File: config.mk
export PLATFORM = sky130hd
export DESIGN_NAME = ucode_store
export DESIGN_NICKNAME = d
export VERILOG_FILES = /design/src/rtl/ucode_store.sv
export SDC_FILE = /design/constraint.sdc
export NUM_CORES = 1
export LEC_CHECK = 0
export CAP_MARGIN = 20
export CELL_PAD_IN_SITES_DETAIL_PLACEMENT = 1
export CELL_PAD_IN_SITES_GLOBAL_PLACEMENT = 1
export CORE_AREA = 2 2 354 286
export DETAILED_ROUTE_END_ITERATION = 6
export DIE_AREA = 0 0 356 288
export PLACE_DENSITY = 0.59
export SLEW_MARGIN = 20
export SYNTH_ARGS = -nofsm -noshare
export SYNTH_HDL_FRONTEND = slang
export SYNTH_SLANG_ARGS = --single-unit
File: constraint.sdc
create_clock -name clk -period 3.4 [get_ports clk]
set_input_delay 0.34 -clock clk [delete_from_list [all_inputs] [get_ports clk]]
set_output_delay 0.34 -clock clk [all_outputs]
set_load 0.1 [all_outputs]
File: src/rtl/ucode_store.sv
// Writable microcode store: words are loaded in LOAD, then issued one per cycle
// from the control unit's microaddress, stalling on memory microwords until mem_ready.
module ucode_store #(
    parameter int AW = 5,
    parameter int CW = 16
) (
    input  logic            clk,
    input  logic            rst_n,
    input  logic [AW-1:0]   uaddr,
    input  logic            wr_en,
    input  logic [AW-1:0]   wr_addr,
    input  logic [CW+6:0]   wr_data,
    input  logic            start,
    input  logic            mem_ready,
    output logic            br,
    output logic [AW-1:0]   na,
    output logic [CW-1:0]   ctrl,
    output logic            mem_req,
    output logic            hold,
    output logic            running
);
    localparam int WW    = CW + 7;
    localparam int DEPTH = 2 ** AW;

    typedef enum logic [1:0] {
        S_LOAD,
        S_RUN,
        S_WAIT
    } state_e;

    state_e          state_q, state_d;
    logic [WW-1:0]   store_q [DEPTH];
    logic [WW-1:0]   word_q;
    logic            rd_en;
    logic            word_mem;

    assign word_mem = word_q[CW];

    // Storage is never reset so a program survives a control-unit restart.
    always_ff @(posedge clk) begin
        if (rst_n && state_q == S_LOAD && wr_en) begin
            store_q[wr_addr] <= wr_data;
        end
    end

    always_ff @(posedge clk) begin
        if (!rst_n) begin
            state_q <= S_LOAD;
        end else begin
            state_q <= state_d;
        end
    end

    // The issued word is only ever replaced by a read; it stays zero throughout LOAD.
    always_ff @(posedge clk) begin
        if (!rst_n) begin
            word_q <= '0;
        end else if (rd_en) begin
            word_q <= store_q[uaddr];
        end
    end

    always_comb begin
        state_d = state_q;
        rd_en   = 1'b0;
        case (state_q)
            S_LOAD: begin
                if (start) begin
                    state_d = S_RUN;
                end
            end
            S_RUN: begin
                if (word_mem && !mem_ready) begin
                    state_d = S_WAIT;
                end else begin
                    rd_en = 1'b1;
                end
            end
            S_WAIT: begin
                if (mem_ready) begin
                    state_d = S_RUN;
                    rd_en   = 1'b1;
                end
            end
            default: begin
                state_d = S_LOAD;
            end
        endcase
    end

    assign br      = word_q[WW-1];
    assign na      = word_q[CW+AW:CW+1];
    assign ctrl    = word_q[CW-1:0];
    assign mem_req = word_mem;
    assign running = (state_q != S_LOAD);
    // Combinational so the control unit freezes in the very cycle a memory word appears.
    assign hold    = (state_q == S_WAIT) ||
                     (state_q == S_RUN && word_mem && !mem_ready);

endmodule

# --- After elaboration in Yosys (flattened, before gate mapping) ---
# Memories as Yosys holds them, arrays and structs flattened. A register that Yosys moved wholly into a read port is not among the register bits.
# Cells that the tools add are included.
word_totals:
  input_bits: 38
  mem_count: 1
  word_cells: 27
  mem_bits_rw: 736
  out_inout_bits: 25
  register_bits: 2
classes:
  n_eq_ne: 5
  muxes: 9
  reduce_logical: 11
mem_list:
  columns: ["memory", "depth", "width", "rd", "rd_clocked_by_memory_dff", "wr", "line", "source"]
  rows:
  - ["store_q", 32, 23, 1, 1, 1, "32", "logic [WW-1:0] store_q [DEPTH];"]
op_table:
  columns: ["operator", "count"]
  rows:
  - ["2-bit 2-to-1 mux", 3]
  - ["2-bit != test (second input constant)", 3]
  - ["2-bit case mux with 3 select lines", 1]
  - ["1-bit logical AND", 5]
  - ["1-bit 2-to-1 mux", 4]
  - ["3-bit AND reduction", 1]
  - ["2-bit by 1-bit == test with 1-bit output (second input constant)", 1]
  - ["2-bit == test (second input constant)", 1]
  - ["1-bit logical NOT", 2]
  - ["2-bit logical NOT", 1]
  - ["1-bit case mux with 2 select lines", 1]
  - ["2-bit nonzero test", 1]
  - ["1-bit logical OR", 1]

# --- Longest topological paths before layout ---
depth:
  ltp_word: 5
  depth_mapped: 8
  depth_no_buf: 6

# --- Worst setup path before layout ---
# No wires, ideal clock.
synth_timing:
  path_type: "register to register"
  from: "register state_q[0]"
  to: "memory store_q[12][0] in the netlist's numbering (enable)"
  n_path_buf: 1
  slack_ns: 0.866
  path_stages_with_launch: 7
  t_arrival_ns: 2.131
  setup_ns: 0.403
  period_less_slack_ns: 2.534
  path_cell_list: "dfxtp_1 -> inv_1 -> ha_1 -> nand3_1 -> or3_1 -> clkbuf_1 -> nor2_1"
synth_via:
  elab_chain_cells: 5
synth_rtl:
  columns: ["item", "line", "source"]
  rows:
  - ["from (decl)", "31", "state_e state_q, state_d;"]
  - ["from (signal assigned)", "50", "state_q <= state_d;"]
  - ["2-bit logical NOT", "41", "if (rst_n && state_q == S_LOAD && wr_en) begin"]
  - ["1-bit logical AND (2 in a row)", "41", null]
  - ["1-bit 2-to-1 mux", "41", null]
  - ["1-bit 2-to-1 mux (implied by the code)", "42", "store_q[wr_addr] <= wr_data;"]
  - ["to (decl)", "32", null]
# No other way between the ends.

# --- Final worst setup path ---
layout_timing:
  from: "register state_q[0]"
  to: "memory store_q[6][20] in the netlist's numbering (enable)"
# Same word-level chain as after synthesis.

==> metrics.md <==
| Metric | Value |
|---|---|
| Buffers on Ports | 62 |
| Setup Buffers After CTS | 0 |
| CTS sink cnt | 761 |
| DR vias | 15978 |
| Skew-Pair Late Insertion Delay | 640 ps |
| Final Hold Fails | 0 |
| Max-slew headroom at the worst pin | 0.284 |
| GR Layer Usage met2 | 0.249 |
| Pleak | 0.0119 uW |
| Commonest non-fill, non-tap cell in the layout | edfxtp_1 |
| Fin crit period | 2790 ps |
| Worst Path Arrival | 3110 ps |
| First-pass GRT wire length | 122000 microns |
| Cell area power density | 578 nW/um^2 |
| Critical path launch point type | flip-flop |
| HPWL Detailed | 52200 microns |
| Syn avg cell area | 17.9 sq um |
| Critical-path maximum fanout | 16 |
| Nets | 1828 |
| Reg clk slew, reported paths | 60 ps |
| RSZ-0062 raised after global routing | no |
| Starting Density | 0.297 |
| Setup violators final | 0 |
| H-tree depth | 3 |
| Maxcap violations | 0 |
| Hold Worst Slack | 242 ps |
| DIE WIDTH | 356 microns |
| Antenna viol nets, final | 0 |
| Post-place setup slack | 415 ps |
| Commonest cells after routing, fill and taps aside | edfxtp_1 (736), mux2i_1 (368), a22oi_1 (184) |
| P&R area growth vs syn | 18.7% |
| Setup TNS | 0 ps |
| CTS root buffer | clkbuf_16 |
| Post-Syn Nets | 1687 |
| Gr ovfl total | 0 |
| Dominant cells by area after synthesis | edfxtp_1 (75%), mux2i_1 (12%), a22oi_1 (4.7%) |
| 1st-iter DRT viols | 1534 |
| WP data required | 3720 ps |
| Status | completed |
| Mapped Area | 29500 sq um |
| Vias per Instance | 5.03 |
| All-layer global routing usage | 0.167 |
| Clk buf depth | 3 |
| Die Ht | 288 microns |
| Num ports | 63 |
| Cell taking the most area after synthesis | edfxtp_1 |
| Core area | 99400 sq um |
| Layout cell share with drive strength beyond 1 | 0.150 |
| Crit path kind | reg -> reg |
| Sequential area share after synthesis | 0.766 |
| Slew @ Worst Pin | 1070 ps |
| GR peak layer | met2 |
| Final WS setup | 613 ps |
| Post-Syn Instances | 1646 |
| Hold Crit Class | in -> reg |
| DR pass1 iterations | 5 |
| GP Congestion | 0.779 |
| DRT Wirelength | 86000 microns |
| Maximum vdd drop | 0.000394 V |
| Initial antenna violation count | 11 |
| # rows | 104 |
| Vias in the first global route | 16681 |
| Global Route met3 Usage | 0.0459 |
| Post-CTS Resized | 0 |
| Avg WL per Cell | 27.1 microns |
| Yosys warnings | 0 |
| Die area | 103000 sq um |
| Clock Skews | 27.9 ps |
| Top-area cell type share of the netlist area | 0.749 |
| Synth Register Bits | 761 |
| Total CTS buffers | 76 |
| Fin crit share | 0.820 |
| Largest net degree at the start of global routing | 61 |
| CTS hold repair buffers | 0 |
| CTS tree | built |
| Setup crit end kind | flip-flop |
| Slew Limit Fails | 0 |
| FMAX | 0.359 GHz |
| Met1 global-route usage | 0.238 |
| Residual DRC count | 0 |
| Pwr Total | 20200 uW |
| Fin util | 0.352 |
| Yosys cell types | 30 |
registers in the layout (all words and copies together) (netlist names):
signal	count
word_q	23
store_q	736
state_q	2
metrics by stage:
step,std cells,cell area (sq um)
finish,3175,35000
global route,3173,35000
CTS,3173,35100
detailed placement,3034,32600
global placement,3034,32700
floorplan,1646,29500
metal layers:
| layer | routed length, microns | part of all wire |
|---|---|---|
| met5 | 50 | 0.00058 |
| met1 | 39800 | 0.46 |
| met2 | 37900 | 0.44 |
| met3 | 6380 | 0.074 |
| met4 | 1880 | 0.022 |
cell usage after synthesis, drive strengths merged:
cell     count
a21boi       1
a21oi      116
a22oi      184
a31o         1
and2         1
buf         43
clkbuf      54
dfxtp       25
edfxtp     736
ha           3
inv          5
mux2i      368
nand2        6
nand2b       3
nand3        3
nand3b       4
nor2        37
nor2b        2
o211a        1
o21ai       23
o221a        1
o2bb2ai      1
or2          1
or3          2
or3b         2
or4         23
logic make-up after synthesis:
kind of cell	count (synthesis)	share of synthesized area
buffers and inverters	102	0.0210
muxes	368	0.125
DFF	761	0.766
AOI/OAI and AO/OA	328	0.0719
adders and majority gates	3	0.00127
and+or+nand+nor	84	0.0153
path summary, 6_finish.rpt:
path	end	from	slack [ps]	cells past startpoint
worst min-delay path	store_q[7][22]	wr_data[22]	240	1
worst max-delay path	store_q[6][20]	state_q[0]	610	7
worst max register to register	store_q[6][20]	state_q[0]	610	7
worst min register to register	state_q[0]	state_q[0]	560	1
area by class of cell:
cell class / instances / area [sq um]
Antenna cell: 2 / 5.00
Fill cell: 10027 / 64400
Timing Repair Buffer: 160 / 1720
Clock inverter: 34 / 320
Sequential cell: 761 / 22600
Multi-Input combinational cell: 783 / 6580
Tap cell: 1325 / 1660
Inverter: 5 / 18.8
Clock buffer: 105 / 2130
critical path: stages (launching register included):
cell and delay, ps:
dfxtp_1 330, inv_1 80, ha_1 210, nand3_1 280, nor2_1 200, nand2_1 540, nor2_4 550, buf_12 250
power by group:
group	total, uW	switching (uW)	internal (uW)
clock	8420	3570	4850
combinational	1430	1010	416
sequential	10400	50.4	10400
total	20200	4630	15600
Note: power is estimated with default switching activity, not from simulation.
